==> src/rtl/ray_issue_arb.sv <==
// Two-requester ray issue arbiter: secondary rays win unless a waiting primary
// ray has been passed over MAX_SEC_BURST times; counts primary issues per frame.
module ray_issue_arb #(
  parameter int unsigned WIDTH         = 211,
  parameter int unsigned MAX_SEC_BURST = 8,
  parameter int unsigned NUM_PRIM      = 307200
) (
  input  logic             clk,
  input  logic             rst,
  input  logic             prim_valid,
  input  logic [WIDTH-1:0] prim_data,
  output logic             prim_stall,
  input  logic             sec_valid,
  input  logic [WIDTH-1:0] sec_data,
  output logic             sec_stall,
  output logic             out_valid,
  output logic [WIDTH-1:0] out_data,
  output logic             out_is_sec,
  input  logic             out_stall,
  output logic             frame_done
);

  localparam logic [7:0]  BURST_MAX = 8'(MAX_SEC_BURST);
  localparam logic [18:0] LAST_PRIM = 19'(NUM_PRIM - 1);

  logic             out_valid_q, out_valid_d;
  logic [WIDTH-1:0] out_data_q, out_data_d;
  logic             out_is_sec_q, out_is_sec_d;
  logic             frame_done_q, frame_done_d;
  logic [7:0]       burst_cnt_q, burst_cnt_d;
  logic [18:0]      prim_cnt_q, prim_cnt_d;

  logic load, xfer, burst_full;
  logic sel_prim, sel_sec, grant_prim, grant_sec;

  assign load       = ~out_valid_q | ~out_stall;
  assign xfer       = out_valid_q & ~out_stall;
  assign burst_full = (burst_cnt_q == BURST_MAX);

  // sel_* mean "this requester would be taken if it offers", so an idle
  // requester sees no stall while the register can load.
  assign sel_sec    = ~(prim_valid & burst_full);
  assign sel_prim   = ~(sec_valid & ~burst_full);
  assign grant_sec  = load & sec_valid & sel_sec;
  assign grant_prim = load & prim_valid & sel_prim;

  assign prim_stall = ~(load & sel_prim);
  assign sec_stall  = ~(load & sel_sec);

  always_comb begin
    out_valid_d  = out_valid_q;
    out_data_d   = out_data_q;
    out_is_sec_d = out_is_sec_q;
    burst_cnt_d  = burst_cnt_q;
    prim_cnt_d   = prim_cnt_q;
    frame_done_d = 1'b0;

    if (grant_sec || grant_prim) begin
      out_valid_d  = 1'b1;
      out_data_d   = grant_sec ? sec_data : prim_data;
      out_is_sec_d = grant_sec;
    end else if (xfer) begin
      out_valid_d  = 1'b0;
    end

    if (!prim_valid || grant_prim) begin
      burst_cnt_d = '0;
    end else if (grant_sec && !burst_full) begin
      burst_cnt_d = burst_cnt_q + 8'd1;
    end

    if (xfer && !out_is_sec_q) begin
      if (prim_cnt_q == LAST_PRIM) begin
        prim_cnt_d   = '0;
        frame_done_d = 1'b1;
      end else begin
        prim_cnt_d   = prim_cnt_q + 19'd1;
      end
    end
  end

  always_ff @(posedge clk) begin
    if (rst) begin
      out_valid_q  <= 1'b0;
      out_data_q   <= '0;
      out_is_sec_q <= 1'b0;
      frame_done_q <= 1'b0;
      burst_cnt_q  <= '0;
      prim_cnt_q   <= '0;
    end else begin
      out_valid_q  <= out_valid_d;
      out_data_q   <= out_data_d;
      out_is_sec_q <= out_is_sec_d;
      frame_done_q <= frame_done_d;
      burst_cnt_q  <= burst_cnt_d;
      prim_cnt_q   <= prim_cnt_d;
    end
  end

  assign out_valid  = out_valid_q;
  assign out_data   = out_data_q;
  assign out_is_sec = out_is_sec_q;
  assign frame_done = frame_done_q;

endmodule

==> config.mk <==
export PLATFORM = sky130hd
export DESIGN_NAME = ray_issue_arb
export DESIGN_NICKNAME = d
export VERILOG_FILES = /design/src/rtl/ray_issue_arb.sv
export SDC_FILE = /design/constraint.sdc
export NUM_CORES = 1
export LEC_CHECK = 0
export ABC_AREA = 1
export ABC_CLOCK_PERIOD_IN_PS = 2000
export BUFFER_PORTS_ARGS = -buffer_cell sky130_fd_sc_hd__buf_2
export CORE_AREA = 2 2 254 256
export CTS_CLUSTER_DIAMETER = 40
export DETAILED_ROUTE_END_ITERATION = 16
export DIE_AREA = 0 0 256 258
export PLACE_DENSITY = 0.4
export SLEW_MARGIN = 40
export SYNTH_ARGS = -nofsm -noshare
export SYNTH_HDL_FRONTEND = slang
export SYNTH_SLANG_ARGS = --single-unit
==> constraint.sdc <==
create_clock -name clk -period 2 [get_ports clk]
set_input_delay 0.1 -clock clk [delete_from_list [all_inputs] [get_ports clk]]
set_output_delay 0.1 -clock clk [all_outputs]
set_load 0.005 [all_outputs]
# --- Word level (Yosys, flattened, before mapping) ---
# Cells that the tools add are included.
classes:
  reduce_logical: 10
  n_eq_ne: 2
  n_addsub: 2
  bitwise_logic: 18
  mux: 5
ops:
  columns: ["op", "count"]
  rows:
  - ["211-bit two-way mux", 1]
  - ["19-bit by 1-bit adder with 19-bit output (second input constant)", 1]
  - ["19-bit equality test (second input constant)", 1]
  - ["19-bit two-way mux", 1]
  - ["1-bit AND", 9]
  - ["8-bit by 1-bit adder with 8-bit output (second input constant)", 1]
  - ["8-bit by 4-bit equality test with 1-bit output (second input constant)", 1]
  - ["1-bit inverter", 8]
  - ["2-bit OR reduction", 2]
  - ["1-bit logical NOT", 3]
  - ["1-bit two-way mux", 3]
  - ["1-bit logical AND", 2]
  - ["1-bit logical OR", 2]
  - ["2-bit nonzero test", 1]
  - ["1-bit bitwise OR", 1]
word_totals:
  word_cells: 43
  ff_bits: 241
  inputBits: 427

# --- Depth between registers and ports, before layout ---
# Gate-level depths: netlist (run 1).
depth:
  word_depth: 7
  ltp_mapped: 11
  mapped_depth_nobuf: 10

# --- Least setup slack after synthesis (run 1) ---
# Ideal clock, no wire load.
synth_path:
  kind: "register to register"
  startpoint: "register burst_cnt_q[0]"
  endpoint: "register burst_cnt_q[1]"
  setup_time_ns: 0.127
  path_slack_ns: 0.476
  t_arrival_ns: 1.397
  stages_incl_launch_ff: 9
  required_ns: 1.873
  cell_sequence: "dfxtp_1 > inv_1 > ha_1 > nand3_2 > o21ai_0 > nor2_1 > inv_1 > nand2_1 > a21oi_1"
synth_via:
  elab_chain_cells: 7
synth_rtl:
  columns: ["element", "line_no", "source"]
  rows:
  - ["start: declaration", "30", "logic [7:0] burst_cnt_q, burst_cnt_d;"]
  - ["start signal: assignment", "95", "burst_cnt_q <= burst_cnt_d;"]
  - ["8-bit by 4-bit equality test with 1-bit output", "38", "assign burst_full = (burst_cnt_q == BURST_MAX);"]
  - ["1-bit inverter", "43", "assign sel_prim = ~(sec_valid & ~burst_full);"]
  - ["1-bit AND", "43", null]
  - ["1-bit inverter", "43", null]
  - ["1-bit AND", "45", "assign grant_prim = load & prim_valid & sel_prim;"]
  - ["1-bit logical OR", "66", "if (!prim_valid || grant_prim) begin"]
  - ["2-bit OR reduction (no source line)", null, null]
# Several ways; a longest one is shown, not always the timed one.
# A chain may end at the register's enable or synchronous reset.

# --- Final worst setup path (run 1) ---
layout_path:
  startpoint: "register burst_cnt_q[0]"
  endpoint: "output port sec_stall"
layout_via:
  elab_chain_cells: 5
layout_rtl:
  columns: ["element", "line_no", "source"]
  rows:
  - ["8-bit by 4-bit equality test with 1-bit output", "38", null]
  - ["1-bit AND", "42", "assign sel_sec = ~(prim_valid & burst_full);"]
  - ["1-bit inverter", "42", null]
  - ["1-bit AND", "48", "assign sec_stall = ~(load & sel_sec);"]
  - ["1-bit inverter", "48", null]
  - ["end: declaration", "15", "output logic sec_stall,"]
# Every way passes these cells.

==> flow_summary.yaml, run 1 <==
global_routing:
  grt_first_pass_wirelength_microns: 96920
  grt_usage_pct: 18.33
  grtUsageMet2_pct: 30.50
  overflow: 0
  grt_util_met1_pct: 21.43
  grt_max_degree: 95
  grt_use_met3_pct: 5.948
  antenna_found_initial: 8
  top_usage_layer: "met2"
  grt_pass1_vias: 17300
synthesis:
  syn_area_per_cell_sq_um: 6.249
  async_flop_share_pct: 0
  ys_ff_latch: 241
  synth_top_flop_cell: "dfxtp_1"
  synth_nets: 2487
  synthCells: 2057
  yosys_warnings: 0
  synthTopCellsByArea: "dfxtp_1 38%, nand3_1 17%, nand2_1 14%"
  ys_types: 29
  synth_area_sq_um: 12850
  yosysTopAreaCell: "dfxtp_1"
  seq_area_frac_synth_pct: 37.54
  synth_edf_count: 0
  synth.top_cell.area_share_pct: 37.54
finish:
  final_util_pct: 37.51
  regArea_sq_um: 4825
  multi_input_area_sq_um: 5637
  mostFrequentLayoutCells: "641 x buf_2, 478 x nand2_1, 447 x inv_1, 441 x nand3_1, 423 x dlygate4sd3_1"
  layout_commonest_cell: "buf_2"
  layout-area-overhead-vs-synth_pct: 85.73
  drive_above_1_share_pct: 26.22
  fill_cells: 6804
  final_nets: 3543
detailed_routing:
  routed-via-count: 17060
  viasPerCell: 4.236
  drt_pass1_iterations: 5
  drt-initial-drc-count: 819
  ant_nets: 0
  wire_per_inst_microns: 15.71
  wl_microns: 63280
  drc: 0
setup_path:
  worst_path_max_delay_cell: "dfxtp_1"
  cp.arrival_ps: 1770
  crit_chain: "inv_2 -> ha_2 -> nand3_2 -> nor2_4 -> nand2_8 -> buf_16 -> nand2_1 -> buf_2"
  start_kind: "register"
  critPathRequiredTime_ps: 1900
  end_kind: "output pin"
  slowest_delay_ps: 310
  crit_fanout: 4
  worstSetupPathType: "reg2out"
pwr:
  p_seq_share_pct: 27.0
  p_int_uw: 14790
  powerDensity_nw_per_um2: 839.5
  peakVddDrop_uv: 604.6
  power.share.clock_pct: 55.8
  p_comb_share_pct: 17.3
  sw_frac_of_total_pct: 26.21
  power.switching_uw: 5253
  leakage_uw: 0.01260
hold_path:
  hp-class: "in2reg"
clocking:
  cts-root-buf: "clkbuf_16"
  h-tree-depth: 3
  cts.sinks: 241
  clkTransAtPathRegs_ps: 40
  cts_tree: "built"
  clockBufferDepth: 3
  numCtsBuffers: 67
  insertion_delay_ps: 580
floorplan:
  die_h_microns: 258
  placementRows: 93
  die_w_microns: 256
  pin_count: 643
  start_util_pct: 20.19
  dieArea_sq_um: 66050
  fp.coreArea_sq_um: 63650
timing:
  relSlewSlack_pct: 63.68
  drv_slew: 0
  rsz0062_at_grt: "no"
  finClkSkew_ps: 27.35
  final-hold-violation-count: 0
  setup_tns_ps: 0
  setup_viol: 0
  timing.fmax_mhz: 535.2
  min_period_over_period_pct: 93.43
  worst_pin_slew_ps: 544.8
  finalCriticalPeriod_ps: 1869
  fin_ws_ps: 131.4
flow_run:
  drv_cap: 0
placement:
  place_congestion: 0.8984
  hpwl_microns: 43240
  io_buffers: 642
  place_ws_ps: 125.6
run_status:
  status: "finished clean"
flip-flops by register name, summed over array words and instances, names as in the netlist:
signal       count
burst_cnt_q      8
out_data       211
frame_done       1
out_is_sec       1
prim_cnt_q      19
out_valid        1
Yosys cell counts (6+ instances only):
master    number
dfxtp_1      241
buf_6         10
buf_2         57
clkbuf_1      51
a21oi_1      224
buf_4         18
o21ai_0        6
xor2_1         9
nand3_1      441
nand2_1      478
nor2_1        40
inv_1        448
layout make-up:
cell class,count,area share [%]
multi-input cells,1225,23.61
flip-flops and latches,241,20.21
inverters,451,7.112
well taps,855,4.481
repair buffers,1127,34.64
diodes,7,0.07338
clock inverters,27,1.614
clock buffers,94,8.260
repair_timing:
| item | CTS | global route |
|---|---|---|
| setup buffers | 0 | 4 |
| pin swaps | 1 | 2 |
| hold buffers | 423 | 0 |
| cloned | 1 | 1 |
| resized for setup | 3 | 4 |
| endpoints found under the hold margin | 220 | 0 |
| setup endpoints to repair | 2 | 3 |
power by group through the flow:
stage          clock network, uW  registers (uW)  logic (uW)
2_1_floorplan                  0            5510        1340
3_3_place_gp                   0            5470        2800
3_5_place_dp                   0            5480        2800
4_1_cts                    11500            5400        3490
5_1_grt                    11800            5450        3820
6_report                   11200            5400        3460
stage by stage:
step	total power, uW	hold WS, ps	cells	instance area (sq um)
6_report	20040	34.45	4027	23870
5_1_grt	21030	33.55	4027	23870
4_1_cts	20360	1.233	4015	23790
3_5_place_dp	8278	379.7	3470	17150
3_3_place_gp	8269	374.1	3470	17150
2_1_floorplan	6842	304.9	2057	12850
final timing paths:
| kind | startpoint | endpoint | slack, ps | depth (start not counted) |
|---|---|---|---|---|
| setup reg to reg | prim_cnt_q[7]$_SDFFE_PP0N_ | prim_cnt_q[1]$_SDFFE_PP0N_ | 180 | 8 |
| hold / removal | sec_data[102] | out_data[102]$_SDFFE_PP0P_ | 30 | 5 |
| hold reg to reg | out_data[58]$_SDFFE_PP0P_ | out_data[58]$_SDFFE_PP0P_ | 460 | 2 |
| setup / recovery | burst_cnt_q[0]$_SDFFE_PP0P_ | sec_stall | 130 | 8 |
worst max-delay path, delay by kind of cell (launching register included):
| kind | cells | cell delay, ps |
|---|---|---|
| AND/OR/NAND/NOR | 4 | 400 |
| adder cells (fa/ha/maj) | 1 | 170 |
| buffers and inverters | 3 | 320 |
| flip-flops | 1 | 310 |
cell families (layout without fill, tap and decap cells):
family,count (synthesis),after routing,share of synthesized area (%)
flops,241,241,37.54
buf+inv,591,1699,18.92
simple gates,979,979,33.43
other cells,0,7,0
fa+ha+maj,3,3,0.2921
compound gates,232,232,9.072
xor+xnor,11,11,0.7496
per-layer routing:
layer  vias up  routed length (microns)
met5         -                       13
met2       627                    29650
li1       8500                        -
met4         2                     2380
met3       130                     4796
met1      7799                    26450
Note: power is estimated with default switching activity, not from simulation.
==> run 2, diff against run 1 <==
--- a/config.mk
+++ b/config.mk
@@ -12,6 +12,7 @@
 export CTS_CLUSTER_DIAMETER = 40
 export DETAILED_ROUTE_END_ITERATION = 16
 export DIE_AREA = 0 0 256 258
+export GPL_TIMING_DRIVEN = 0
 export PLACE_DENSITY = 0.4
 export SLEW_MARGIN = 40
 export SYNTH_ARGS = -nofsm -noshare
==> run 2 against run 1 <==
Compared with the run above: cell count is 1.8% higher; register-to-register slack got worse by 40 ps; core utilization decreased by 0.077 points; final area is 0.20% lower; global-route usage up 1.7 points; count of clock-buffer cells in the layout fell by 30; via count increased by 3.0%; first-iteration DRC count rose by 19%; highest routed layer unchanged.
==> flow_summary.yaml, run 2 (synthesized netlist as in run 1, its figures left out) <==
hold_path:
  hold_end: "out_data[163]$_SDFFE_PP0P_"
  worstHoldPathCells: 6
  hp-class: "in2reg"
  worstHoldStart: "sec_valid"
global_routing:
  grt_first_pass_wirelength_microns: 103100
  grt_usage_pct: 20.00
  grt_pass1_vias: 17720
  antenna_found_initial: 8
  grt_max_degree: 17
  overflow: 0
detailed_routing:
  routed-via-count: 17570
  wl_microns: 69190
  wire_per_inst_microns: 16.87
  ant_nets: 0
  drc: 0
  drt-initial-drc-count: 971
  drt_pass1_iterations: 5
  viasPerCell: 4.286
clocking:
  h-tree-depth: 2
  cts-root-buf: "clkbuf_16"
  numCtsBuffers: 61
  insertion_delay_ps: 620
  cts_tree: "built"
  cts.sinks: 241
  clkTransAtPathRegs_ps: 50
  clockBufferDepth: 3
setup_path:
  reg2reg_from: "burst_cnt_q[0]$_SDFFE_PP0P_"
  ff2ff_setup_slack_ps: 140
  worstSetupPathType: "reg2out"
  critPathRequiredTime_ps: 1900
  crit_fanout: 7
  start_kind: "register"
  reg2reg_to: "out_data[107]$_SDFFE_PP0P_"
  r2r_cells: 11
  end_kind: "output pin"
  cp.arrival_ps: 1800
timing:
  setup_viol: 0
  finalCriticalPeriod_ps: 1904
  worst_pin_slew_ps: 666.9
  finClkSkew_ps: 36.86
  timing.fmax_mhz: 525.1
  relSlewSlack_pct: 55.54
  drv_slew: 0
  min_period_over_period_pct: 95.22
  final-hold-violation-count: 0
finish:
  final_nets: 3621
  final_cells: 4100
  layout-area-overhead-vs-synth_pct: 85.35
  final_util_pct: 37.43
  layout_commonest_cell: "buf_2"
  fill_cells: 6931
  mostFrequentLayoutCells: "692 x buf_2, 477 x nand2_1, 446 x inv_1, 441 x nand3_1, 424 x dlygate4sd3_1"
  drive_above_1_share_pct: 27.54
  largest_reg_flops: 211
placement:
  hpwl_microns: 52080
  io_buffers: 641
  place_congestion: 0.9361
  placed_cells: 3553
pwr:
  leakage_uw: 0.01264
  p_seq_share_pct: 27.3
  power.switching_uw: 5558
  sw_frac_of_total_pct: 28.10
  p_comb_share_pct: 18.1
  powerDensity_nw_per_um2: 830.2
  peakVddDrop_uv: 613.0
  total_power_uw: 19780
  p_int_uw: 14220
  power.share.clock_pct: 54.6
floorplan:
  dieArea_sq_um: 66050
  die_h_microns: 258
  fp.coreArea_sq_um: 63650
  pin_count: 643
  start_util_pct: 20.19
  placementRows: 93
  die_w_microns: 256
run_status:
  status: "finished clean"
flow_run:
  drv_cap: 0
==> run 2: repair_timing <==
action                                  in CTS  in global routing
endpoints found under the hold margin      217                  0
setup buffers                                1                  6
pin swaps                                    2                  5
endpoints found under the setup margin      37                166
gates resized for setup                     17                 48
hold buffers                               424                  0
cloned                                       0                  0
==> run 2: worst max path at each step <==
stage,depth (start not counted),to,from
floorplan,8,burst_cnt_q[1]$_SDFFE_PP0P_,burst_cnt_q[0]$_SDFFE_PP0P_
global placement,7,out_data[73]$_SDFFE_PP0P_,out_valid$_SDFFE_PP0P_
detailed placement,8,out_data[73]$_SDFFE_PP0P_,out_valid$_SDFFE_PP0P_
CTS,8,sec_stall,burst_cnt_q[0]$_SDFFE_PP0P_
global route,8,sec_stall,burst_cnt_q[0]$_SDFFE_PP0P_
finish,8,sec_stall,burst_cnt_q[0]$_SDFFE_PP0P_
==> run 2: through the flow <==
stage	hold slack, ps	cell area, sq um	worst slack [ps]	setup TNS (ps)
global placement	441.5	17130	-423.0	-28850
floorplan	304.9	12850	475.7	0
finish	50.73	23820	95.59	0
detailed placement	444.0	17140	-125.1	-581.5
CTS	13.82	23680	-56.02	-107.4
global route	67.85	23820	-1.646	-1.646
==> run 2: layout make-up <==
type,count,area [sq um],area share [%]
Timing Repair Buffer,1072,7517,31.55
Multi-Input combinational cell,1225,5639,23.67
Sequential cell,241,4827,20.26
Inverter,451,1693,7.106
Clock buffer,64,1569,6.586
Tap cell,855,1070,4.490
Buffer,139,832.0,3.492
Clock inverter,51,671.9,2.820
Antenna cell,2,5.005,0.02101
==> run 2: metal layers <==
layer | GRT usage [%] | wire length, microns | up-vias
li1 | - | - | 8650
met4 | 7.440 | 2239 | 12
met5 | 0 | 76 | -
met3 | 5.094 | 4735 | 156
met2 | 36.17 | 34130 | 669
met1 | 22.58 | 28010 | 8087
==> run 2: power groups by stage <==
stage          combinational [uW]  clock, uW  sequential, uW
3_3_place_gp                 2880          0            5490
3_5_place_dp                 2880          0            5490
6_report                     3570      10800            5410
2_1_floorplan                1340          0            5510
4_1_cts                      3570      11000            5410
5_1_grt                      3920      11300            5450
==> run 2: worst max-delay path, cell delays in order (launching register included) <==
cell	delay (ps)
dfxtp_2	330
inv_2	70
ha_4	130
nand3_4	70
nor2_4	130
nand2_4	110
clkbuf_16	180
nand2_1	70
buf_2	120
